File: src/rtl/aes_pkg.sv
`default_nettype none
// ============================================================================
// Module      : aes_pkg
// Description : Shared constants for the S-box arbiter slice. It holds the
//               token tag encodings, the default S-box read latency and the
//               request/response data widths.
// Revision    : 1.0 - initial release
// ============================================================================
package aes_pkg;

    // Default S-box read latency in clk cycles (legal range 1..3)
    localparam int   ROM_LAT_DEF = 1;

    // Request/response widths: cipher-round state and key-schedule word
    localparam int   RD_W        = 128;
    localparam int   KS_W        = 32;

    // Tag carried with each in-flight lookup, identifying the requester
    localparam logic TAG_RD      = 1'b0;
    localparam logic TAG_KS      = 1'b1;

endpackage : aes_pkg
`default_nettype wire

File: src/rtl/sbox_tag_pipe.sv
`default_nettype none
// ============================================================================
// Module      : sbox_tag_pipe
// Description : DEPTH-stage delay line for {valid, tag} lookup tokens. A token
//               presented on in_* appears on out_* DEPTH cycles later. Reset
//               drops every token in flight.
// Ports       : clk, rst_n        - clock, async active-low reset
//               in_valid, in_tag  - token entering the line
//               out_valid, out_tag- token leaving the line
// Revision    : 1.0 - initial release
// ============================================================================
module sbox_tag_pipe #(
    parameter int DEPTH = 1
) (
    input  logic clk,
    input  logic rst_n,
    input  logic in_valid,
    input  logic in_tag,
    output logic out_valid,
    output logic out_tag
);

    logic [DEPTH-1:0] r_valid;
    logic [DEPTH-1:0] r_tag;

    always_ff @(posedge clk or negedge rst_n) begin
        if (!rst_n) begin
            r_valid <= '0;
            r_tag   <= '0;
        end else begin
            r_valid[0] <= in_valid;
            r_tag[0]   <= in_tag;
            for (int i = 1; i < DEPTH; i++) begin
                r_valid[i] <= r_valid[i-1];
                r_tag[i]   <= r_tag[i-1];
            end
        end
    end

    assign out_valid = r_valid[DEPTH-1];
    assign out_tag   = r_tag[DEPTH-1];

endmodule : sbox_tag_pipe
`default_nettype wire

File: src/rtl/sbox_arbiter.sv
`default_nettype none
// ============================================================================
// Module      : sbox_arbiter
// Description : Shares one 128-bit S-box between the cipher-round SubBytes
//               path (rd) and the key-schedule SubWord path (ks). One grant
//               per cycle, fully pipelined; responses pulse ROM_LAT+1 cycles
//               after the accepting handshake with no backpressure.
// Config      : SBOX_ARB_RR_EN defined   -> round-robin on contention,
//                                           rd first after reset
//               SBOX_ARB_RR_EN undefined -> fixed priority, ks over rd
// Ports       : clk, rst_n                       - clock, async active-low reset
//               rd_req_valid/ready/data          - 128-bit request
//               rd_rsp_valid/data                - 128-bit response
//               ks_req_valid/ready/word          - 32-bit request
//               ks_rsp_valid/word                - 32-bit response
//               sbox_addr (out) / sbox_value (in)- shared S-box port
// Revision    : 1.0 - initial release
// ============================================================================
module sbox_arbiter
    import aes_pkg::*;
#(
    parameter int ROM_LAT = ROM_LAT_DEF      // legal 1..3
) (
    input  logic            clk,
    input  logic            rst_n,
    input  logic            rd_req_valid,
    output logic            rd_req_ready,
    input  logic [RD_W-1:0] rd_req_data,
    output logic            rd_rsp_valid,
    output logic [RD_W-1:0] rd_rsp_data,
    input  logic            ks_req_valid,
    output logic            ks_req_ready,
    input  logic [KS_W-1:0] ks_req_word,
    output logic            ks_rsp_valid,
    output logic [KS_W-1:0] ks_rsp_word,
    output logic [RD_W-1:0] sbox_addr,
    input  logic [RD_W-1:0] sbox_value
);

    logic r_run;            // low through reset and until the first edge after release
    logic w_rd_win;
    logic w_ks_win;
    logic w_rd_fire;
    logic w_ks_fire;
    logic w_tok_valid;
    logic w_tok_tag;
    logic r_rd_rsp_valid;
    logic r_ks_rsp_valid;

    always_ff @(posedge clk or negedge rst_n) begin
        if (!rst_n) r_run <= 1'b0;
        else        r_run <= 1'b1;
    end

`ifdef SBOX_ARB_RR_EN
    // r_ks_turn: ks wins the next contended cycle. Cleared so rd wins first.
    logic r_ks_turn;

    assign w_ks_win = ks_req_valid & (~rd_req_valid | r_ks_turn);
    assign w_rd_win = rd_req_valid & (~ks_req_valid | ~r_ks_turn);

    always_ff @(posedge clk or negedge rst_n) begin
        if (!rst_n)
            r_ks_turn <= 1'b0;
        else if (r_run && rd_req_valid && ks_req_valid)
            r_ks_turn <= ~r_ks_turn;
    end
`else
    assign w_ks_win = ks_req_valid;
    assign w_rd_win = rd_req_valid & ~ks_req_valid;
`endif

    assign rd_req_ready = r_run & w_rd_win;
    assign ks_req_ready = r_run & w_ks_win;
    assign w_rd_fire    = rd_req_valid & rd_req_ready;
    assign w_ks_fire    = ks_req_valid & ks_req_ready;

    always_ff @(posedge clk or negedge rst_n) begin
        if (!rst_n)
            sbox_addr <= '0;
        else if (w_rd_fire)
            sbox_addr <= rd_req_data;
        else if (w_ks_fire)
            sbox_addr <= {{(RD_W-KS_W){1'b0}}, ks_req_word};
    end

    assign w_tok_valid = w_rd_fire | w_ks_fire;
    assign w_tok_tag   = w_ks_fire ? TAG_KS : TAG_RD;

    // The token leaves the line ROM_LAT cycles after the handshake; the
    // response register adds the cycle that sbox_addr itself spends.
    logic w_pipe_valid;
    logic w_pipe_tag;

    sbox_tag_pipe #(
        .DEPTH     (ROM_LAT)
    ) u_tag_pipe (
        .clk       (clk),
        .rst_n     (rst_n),
        .in_valid  (w_tok_valid),
        .in_tag    (w_tok_tag),
        .out_valid (w_pipe_valid),
        .out_tag   (w_pipe_tag)
    );

    always_ff @(posedge clk or negedge rst_n) begin
        if (!rst_n) begin
            r_rd_rsp_valid <= 1'b0;
            r_ks_rsp_valid <= 1'b0;
        end else begin
            r_rd_rsp_valid <= w_pipe_valid & (w_pipe_tag == TAG_RD);
            r_ks_rsp_valid <= w_pipe_valid & (w_pipe_tag == TAG_KS);
        end
    end

    assign rd_rsp_valid = r_rd_rsp_valid;
    assign ks_rsp_valid = r_ks_rsp_valid;
    assign rd_rsp_data  = r_rd_rsp_valid ? sbox_value : '0;
    assign ks_rsp_word  = r_ks_rsp_valid ? sbox_value[KS_W-1:0] : '0;

endmodule : sbox_arbiter
`default_nettype wire
File: config.mk
export PLATFORM = sky130hd
export DESIGN_NAME = sbox_arbiter
export DESIGN_NICKNAME = d
export VERILOG_FILES = /design/src/rtl/aes_pkg.sv /design/src/rtl/sbox_tag_pipe.sv /design/src/rtl/sbox_arbiter.sv
export SDC_FILE = /design/constraint.sdc
export NUM_CORES = 1
export LEC_CHECK = 0
export CELL_PAD_IN_SITES_DETAIL_PLACEMENT = 0
export CELL_PAD_IN_SITES_GLOBAL_PLACEMENT = 1
export CORE_AREA = 2 2 225 227
export CTS_CLUSTER_DIAMETER = 30
export DETAILED_ROUTE_END_ITERATION = 12
export DIE_AREA = 0 0 227 229
export HOLD_SLACK_MARGIN = 0.12
export PLACE_DENSITY = 0.67
export SLEW_MARGIN = 20
export SYNTH_ARGS = -nofsm -noshare
export SYNTH_HDL_FRONTEND = slang
export SYNTH_HIERARCHICAL = 1
export SYNTH_SLANG_ARGS = --single-unit
File: constraint.sdc
create_clock -name clk -period 1.5 [get_ports clk]
set_input_delay 0.225 -clock clk [delete_from_list [all_inputs] [get_ports clk]]
set_output_delay 0.225 -clock clk [all_outputs]
set_load 0.05 [all_outputs]
# Word-level counts from Yosys, hierarchy flattened
# Index checks and enable logic that the tools add are counted.
# W data, S select, Z words.
totals:
  register_bits: 133
  in_bits: 292
  out_inout_bits: 292
  elab_cells: 22
classes:
  mux: 5
  n_bitwise: 10
  n_reduce_logical: 1
op_table:
  columns: ["op", "n"]
  rows:
  - ["$mux W128", 3]
  - ["$mux W32", 1]
  - ["$and A1 B1 Y1", 7]
  - ["$not A1 Y1", 2]
  - ["$reduce_bool A2 Y1", 1]
  - ["$mux W1", 1]
  - ["$or A1 B1 Y1", 1]

# Longest topological paths before layout
# Gate-level depths: netlist (run 1).
logic_depth:
  word_depth: 5
  mapped_depth: 6
  depth_no_buf: 3

# Cells and area by module
# Netlist (run 1), hierarchy kept.
by_module_without_submodules:
  columns: ["module", "instances", "cells_each", "area_per_inst_um2"]
  rows:
  - ["sbox_arbiter", 1, 794, 7110.6]
  - ["sbox_tag_pipe", 1, 2, 50.0]

# Worst setup path before layout (run 1)
# OpenSTA, ideal clock, no wires.
synth_path:
  kind: "register to output"
  startpoint: "register r_rd_rsp_valid (netlist: rd_rsp_valid)"
  endpoint: "output port rd_rsp_data[10]"
  arrival_time_ns: 1.589
  slack_ns: -0.314
  path_stages_with_launch: 4
  cell_sequence: "dfrtp_1 -> clkbuf_1 -> clkbuf_1 -> and2_1"
synth_via:
  elab_chain_len: 1
synth_rtl:
  columns: ["element", "line_no", "rtl"]
  rows:
  - ["start, declared", "sbox_arbiter.sv:47", "logic r_rd_rsp_valid;"]
  - ["start signal, assigned", "sbox_arbiter.sv:111", "r_rd_rsp_valid <= w_pipe_valid & (w_pipe_tag == TAG_RD);"]
  - ["$mux W128", "sbox_arbiter.sv:118", "assign rd_rsp_data = r_rd_rsp_valid ? sbox_value : '0;"]
  - ["end, declared", "sbox_arbiter.sv:30", "output logic [RD_W-1:0] rd_rsp_data,"]
# No other way between the ends.

# Worst setup path after layout (run 1)
layout_path:
  startpoint: "register r_rd_rsp_valid (netlist: rd_rsp_valid)"
  endpoint: "output port rd_rsp_data[43]"
# The elaborated chain is that of the path after synthesis.

==> run metrics, run 1 <==
Max stage delay on crit path 540 ps; mean instance size in the synthesized netlist 8.996 um2; drt first-iter violations 365; worst path buffer plus inverter count 2; average routed wire per standard cell 22.04 um; Synth Net Count 1088; Layout Skew 5.310 ps; Setup Slack @ Placement -284.4 ps; run status complete, but fails checks; final weighted congestion in routability-driven placement 0.8731; count of mapped cells out of synthesis approximately 800; minimum setup slack in the final design -315.8 ps; top post-synthesis cells by area sky130_fd_sc_hd__dfrtp_1 46%, sky130_fd_sc_hd__and2_1 14%, sky130_fd_sc_hd__a32oi_1 12%; post-route cell area 17480 um2; fraction of the yosys area taken by sequential cells a little under half; root buffer cell sky130_fd_sc_hd__clkbuf_16; Synth area leader sky130_fd_sc_hd__dfrtp_1; Row Count approximately 80; Syn Std Cell Area roughly 7000 um2; pin count of the biggest net entering global routing 110; setup repair after global routing missed its margin yes; number of iterations in the first detailed-routing pass 4; total count of hold-check failures in the final report 0; number of enable flip-flop cells after synthesis 0; Synth-to-Final Area Change 144.1%; critical path fanouts, max 55; flop and latch count out of synthesis 133; violated checks negative setup slack; fraction of final layout cells sized beyond drive strength 1 40.13%; TritonCTS clock tree built; number of remaining DRC errors 0; initial antenna violation count 21; category of the worst setup path capture point output port; FFs w/ async S/R, synth 100.0%; wire length of the first global-routing pass 61200 um; post-synthesis cell type count 18; Vias/cell 4.092; Post-synth top flop sky130_fd_sc_hd__dfrtp_1; combined global-route utilization of all metal layers 16.49%; count of pins on the block boundary 584; die width 227 um; count of endpoints failing setup in the final report 164; dominant cell type by count on the critical path sky130_fd_sc_hd__buf_12; Reg clk slew, reported paths 70 ps; most repeated cell in the gate-level netlist after synthesis sky130_fd_sc_hd__and2_1; number of buffers on the longest clock path 2; dpl hpwl 35650 um; class of the most critical setup path reg2out; leakage 7.236 nW; vias post-DR 8504; pwr/cell area 912.8 nW/um2; worst min-delay path category in2async; critical path launch point type flip-flop; Area after DPL around 16000 um2; number of filler cells placed in the layout 4985; Clk Latency, worst-skew pair 450 ps; share of the synthesized area in the top cell type 46.48%; category of cells accounting for the largest share of critical-path delay flip-flops; number of sinks driven by the clock tree 133; cell with the biggest individual delay on the critical path sky130_fd_sc_hd__dfrtp_4; starting density of the core 14.42%; Final Max Tran Viols 0; data arrival time of the critical path 1590 ps; number of H-tree levels 4; Final Critical Period approximately 1800 ps; total congestion overflow 0; reported max-cap violation count 0; cts bufs inserted 17; total die area slightly above 50000 um2; final critical-path share of the clock period 121.1%; Max IR drop VDD 0.0007966 V; wire length reported by the detailed router 45800 um; endpoint required time on the critical path 1270 ps; max frequency 550.7 MHz; via count of the first global-routing pass 8635; cell types with the highest counts after synthesis 163 x sky130_fd_sc_hd__and2_1, 133 x sky130_fd_sc_hd__dfrtp_1, 97 x sky130_fd_sc_hd__inv_1; DIE HEIGHT 229 um; Std-Cell Core Area 49660 um2; Synthesis Warnings 6; critical path cell sequence buf_12, and2_2, buf_12; quantity of I/O buffers inserted on ports 583; # nets final 1677; post-route antenna net violation count 0
## cell usage in the layout, fill, tap and decap left out, types with 32 or more instances in the layout
| cell | Yosys | final |
|---|---|---|
| sky130_fd_sc_hd__nand2b_1 | 33 | 33 |
| sky130_fd_sc_hd__o22ai_1 | 64 | 64 |
| sky130_fd_sc_hd__buf_12 | 0 | 233 |
| sky130_fd_sc_hd__clkdlybuf4s50_1 | 0 | 288 |
| sky130_fd_sc_hd__nor2_1 | 33 | 32 |
| sky130_fd_sc_hd__buf_4 | 4 | 104 |
| sky130_fd_sc_hd__a32oi_1 | 96 | 86 |
| sky130_fd_sc_hd__and2_4 | 0 | 131 |
| sky130_fd_sc_hd__inv_1 | 97 | 96 |
| sky130_fd_sc_hd__o21ai_0 | 90 | 84 |
| sky130_fd_sc_hd__dfrtp_1 | 133 | 130 |
## per-layer routing
| metal | routed length [um] | global-route usage [%] |
|---|---|---|
| met3 | 4160 | 5.940 |
| met1 | 15320 | 16.25 |
| met2 | 24590 | 30.60 |
| met5 | 45 | 0 |
| met4 | 1689 | 7.271 |
## worst paths after layout
| kind | startpoint | end | slack [ps] | depth (start not counted) |
|---|---|---|---|---|
| max in group asynchronous | rst_n | sbox_addr[11] | 560 | 4 |
| worst max-delay path | rd_rsp_valid | rd_rsp_data[43] | -320 | 3 |
| worst min register to register | u_tag_pipe/out_tag | rd_rsp_valid | 420 | 1 |
| worst min-delay path | rst_n | sbox_addr[52] | 210 | 2 |
| min in group clk | rd_req_data[124] | sbox_addr[124] | 410 | 3 |
| worst max register to register | r_run | sbox_addr[78] | 0 | 5 |
## through the flow
stage	total power, mW	cells	TNS [ps]	utilization, %	hold slack, ps
after floorplan	7.584	796	0	-	-70.59
after global placement	11.21	2019	-22840	32.66	117.9
after detailed placement	11.26	2019	-25690	32.66	120.7
after CTS	15.99	2058	-43410	34.21	174.7
after global routing	16.65	2076	-51940	35.19	200.9
final	15.96	2078	-41500	35.20	213.7
## where the power goes
group	total [mW]	internal, mW	switching (mW)	leakage (nW)
registers	4.53	4.03	0.501	1.68
clock network	4.54	2.66	1.88	0.297
logic	6.88	3.13	3.75	5.26
## registers in the layout, summed over array words and instances (netlist names)
register              count
sbox_addr               128
ks_rsp_valid              1
r_run                     1
rd_rsp_valid              1
u_tag_pipe/out_tag        1
u_tag_pipe/out_valid      1
## kinds of logic (layout without fill, tap and decap cells)
group / after synthesis / in the layout / share of synthesized area (%)
other: 1 / 9 / 0.05237
AOI/OAI and AO/OA: 256 / 256 / 24.04
DFF: 133 / 133 / 46.48
buffers and inverters: 173 / 775 / 10.26
and+or+nand+nor: 233 / 233 / 19.17
## layout make-up
cell class	count	area [um2]	area share, %
clock buffer	17	425.4	2.434
clock inverter	15	195.2	1.117
timing repair buffer	646	8730	49.94
tap	672	840.8	4.810
antenna	8	20.02	0.1145
inverter	97	369.1	2.112
multi-input combinational	490	3563	20.39
sequential	133	3337	19.09
## timing repair
| item | CTS | global route |
|---|---|---|
| cloned | 1 | 9 |
| gates resized for setup | 49 | 99 |
| endpoints found under the hold margin | 121 | 0 |
| setup endpoints to repair | 163 | 236 |
| hold buffers | 1 | 0 |
| pin swaps | 2 | 14 |
| setup buffers | 5 | 4 |
No activity file was read; power rests on OpenSTA's default activity.
==> run 2: changes to the inputs <==
- SYNTH_HIERARCHICAL: 1 -> default
==> run 2 against run 1 <==
The run still ends with negative setup slack left. Utilization is 0.20 points higher. Combinational power hardly changed. First-iteration DRC count is 4.7% higher. Via count is 0.79% higher. Non-clock buffer count is 11 higher. Worst hold slack better by 26 ps. Global-route usage is 0.083 points lower. Sequential power hardly changed. Maximum frequency is 1.6% higher. Sequential share of layout area is 0.11 points lower. Flip-flop and latch count stayed put. Largest cell class unchanged.
==> run metrics, run 2 <==
run status complete, but fails checks (unchanged); violated checks negative setup slack (unchanged); post-route cell area 17580 um2 (was 17480 um2); post-synthesis cell type count 18 (unchanged); Syn Std Cell Area 7162 um2 (was 7161 um2); number of enable flip-flop cells after synthesis 0 (unchanged); post-route antenna net violation count 0 (unchanged); number of iterations in the first detailed-routing pass 4 (unchanged); count of endpoints failing setup in the final report 177 (was 164); worst reg2reg setup slack -30 ps (was 0 ps); total die area 51980 um2 (unchanged); share of the synthesized area in the top cell type 46.47% (was 46.48%); setup repair after global routing missed its margin yes (unchanged); average routed wire per standard cell 21.48 um (was 22.04 um); class of the most critical setup path reg2out (unchanged); category of the worst setup path capture point output port (unchanged); Biggest register sbox_addr (unchanged); endpoint required time on the critical path 1270 ps (about the same); max FFs per register 128 (unchanged); combined global-route utilization of all metal layers 16.40% (was 16.49%); Row Count 82 (unchanged); number of H-tree levels 4 (unchanged); Final Critical Period 1788 ps (was 1816 ps); Clk Latency, worst-skew pair 460 ps (was 450 ps); # nets final 1688 (was 1677); dpl hpwl 34850 um (was 35650 um); fraction of the yosys area taken by sequential cells 46.47% (was 46.48%); critical path launch point type flip-flop (unchanged); pwr/cell area 901.1 nW/um2 (was 912.8 nW/um2); Synth area leader sky130_fd_sc_hd__dfrtp_1 (unchanged); initial antenna violation count 26 (was 21); Crit. Startpoint rd_rsp_valid (unchanged); starting density of the core 14.42% (about the same); worst min-delay path category in2async (unchanged); count of mapped cells out of synthesis 796 (unchanged); max frequency 559.4 MHz (was 550.7 MHz); minimum setup slack in the final design -287.6 ps (was -315.8 ps); total count of hold-check failures in the final report 0 (unchanged); Synthesis Warnings 0 (was 6); number of sinks driven by the clock tree 133 (unchanged); final weighted congestion in routability-driven placement 0.9071 (was 0.8731); vias post-DR 8571 (was 8504); pin count of the biggest net entering global routing 76 (was 110); mean instance size in the synthesized netlist 8.997 um2 (was 8.996 um2); Post-synth top flop sky130_fd_sc_hd__dfrtp_1 (unchanged); FFs w/ async S/R, synth 100.0% (unchanged); Area after DPL 16160 um2 (was 16220 um2); quantity of I/O buffers inserted on ports 583 (unchanged); wire length reported by the detailed router 45030 um (was 45800 um); endpoint of the most critical register-to-register path sbox_addr[94] (was sbox_addr[78]); number of remaining DRC errors 0 (unchanged); leading cell type in the layout, fill and taps excluded sky130_fd_sc_hd__clkdlybuf4s50_1 (unchanged); via count of the first global-routing pass 8547 (was 8635); Synth Net Count 1088 (unchanged); count of pins on the block boundary 584 (unchanged); Std-Cell Core Area 49660 um2 (unchanged); Synth-to-Final Area Change 145.4% (was 144.1%); flop and latch count out of synthesis 133 (unchanged); Reg clk slew, reported paths 70 ps (about the same); total placed cells including tap cells 2024 (was 2019); total congestion overflow 0 (unchanged); critical path fanouts, max 54 (was 55); cell types with the highest counts after synthesis 163 x sky130_fd_sc_hd__and2_1, 133 x sky130_fd_sc_hd__dfrtp_1, 97 x sky130_fd_sc_hd__inv_1 (unchanged); reported max-cap violation count 0 (unchanged); number of buffers on the longest clock path 2 (unchanged); most repeated cell in the gate-level netlist after synthesis sky130_fd_sc_hd__and2_1 (unchanged); Tot Pwr 15.84 mW (was 15.96 mW); Max IR drop VDD 0.0007477 V (was 0.0007966 V); count of non-filler cells in the finished layout 2096 (was 2078); cts bufs inserted 17 (unchanged); fraction of final layout cells sized beyond drive strength 1 41.09% (was 40.13%); DIE HEIGHT 229 um (unchanged); top post-synthesis cells by area sky130_fd_sc_hd__dfrtp_1 46%, sky130_fd_sc_hd__and2_1 14%, sky130_fd_sc_hd__a32oi_1 12% (unchanged); startpoint of the worst register-to-register path r_run (unchanged); Vias/cell 4.089 (was 4.092); wire length of the first global-routing pass 60880 um (was 61200 um); final critical-path share of the clock period 119.2% (was 121.1%); Layout Skew 13.32 ps (was 5.310 ps); commonest cells after routing, fill and taps aside 289 x sky130_fd_sc_hd__clkdlybuf4s50_1, 228 x sky130_fd_sc_hd__buf_12, 130 x sky130_fd_sc_hd__dfrtp_1, 125 x sky130_fd_sc_hd__and2_4, 115 x sky130_fd_sc_hd__buf_4 (was 288 x sky130_fd_sc_hd__clkdlybuf4s50_1, 233 x sky130_fd_sc_hd__buf_12, 131 x sky130_fd_sc_hd__and2_4, 130 x sky130_fd_sc_hd__dfrtp_1, 104 x sky130_fd_sc_hd__buf_4); root buffer cell sky130_fd_sc_hd__clkbuf_16 (unchanged); Final Max Tran Viols 0 (unchanged); Reg2Reg Depth 6 (was 5); drt first-iter violations 382 (was 365); TritonCTS clock tree built (unchanged); die width 227 um (unchanged); data arrival time of the critical path 1560 ps (was 1590 ps); leakage 7.306 nW (was 7.236 nW)
==> run 2: cell count changes in the layout (fill, tap and decap cells not counted), sizes merged <==
cell,delta
buf,+7
clkdlybuf4s50,+1
bufinv,-1
clkinv,+1
diode,+7
inv,+1
bufbuf,-1
clkinvlp,-2
dlygate4sd2,-1
clkbuf,+6
==> run 2: layer usage <==
| layer | wire [um] | up-vias | global-route usage [%] | part of all wire [%] |
|---|---|---|---|---|
| met3 | 3657 | 56 | 5.362 | 8.1 |
| met2 | 23850 | 404 | 29.49 | 53 |
| met1 | 15920 | 4124 | 16.81 | 35 |
| met4 | 1568 | 4 | 8.497 | 3.5 |
| met5 | 24 | - | 0 | 0.053 |
| li1 | - | 3983 | - | - |
==> run 2: cell type report <==
class	instances	area [um2]
Multi-Input combinational cell	490	3596
Sequential cell	133	3337
Tap cell	672	840.8
Clock buffer	18	439.2
Antenna cell	15	37.54
Fill cell	4983	32080
Timing Repair Buffer	657	8792
Clock inverter	14	163.9
Inverter	97	371.6
==> run 2: kinds of logic after synthesis <==
kind of cell           Yosys count  share of synthesized area (%)
DFF                            133                          46.47
buffers and inverters          173                          10.27
AOI/OAI and AO/OA              256                          24.04
other                            1                        0.05236
and+or+nand+nor                233                          19.16
==> run 2: worst max path at each step <==
stage,endpoint,slack [ps]
floorplan,rd_rsp_data[127],2
global placement,sbox_addr[89],-270
detailed placement,sbox_addr[32],-300
CTS,ks_rsp_word[21],-330
global route,rd_rsp_data[99],-360
finish,rd_rsp_data[83],-290
==> run 2: report_power, final <==
| group | total (mW) | internal [mW] | leakage, nW | switching, mW |
|---|---|---|---|---|
| Combinational | 6.87 | 3.12 | 5.33 | 3.75 |
| Sequential | 4.52 | 4.03 | 1.68 | 0.493 |
| Clock | 4.45 | 2.54 | 0.299 | 1.91 |
| Total | 15.8 | 9.69 | 7.31 | 6.15 |
==> run 2: stage by stage <==
stage                     setup TNS [ps]  utilization (%)  setup WS (ps)  hold WS, ps
after floorplan                        0                -          1.626       -70.59
after global placement            -22450            32.54         -268.5        176.8
after detailed placement          -27620            32.54         -303.6        179.9
after CTS                         -55940            34.52         -332.8        237.6
after global routing              -51510            35.39         -359.4        262.8
final                             -36630            35.40         -287.6        240.2
==> run 2: worst max-delay path, stage by stage, from the launching register on <==
cell                      delay (ps)
sky130_fd_sc_hd__dfrtp_4         520
sky130_fd_sc_hd__buf_12          190
sky130_fd_sc_hd__and2_2          210
sky130_fd_sc_hd__buf_12          150
==> run 2: repair_timing <==
item	in CTS	in global routing
hold buffers	1	0
endpoints found under the setup margin	163	249
pin swaps	7	7
cloned	5	12
buffers inserted	8	4
hold endpoints to repair	109	0
resized for setup	100	115
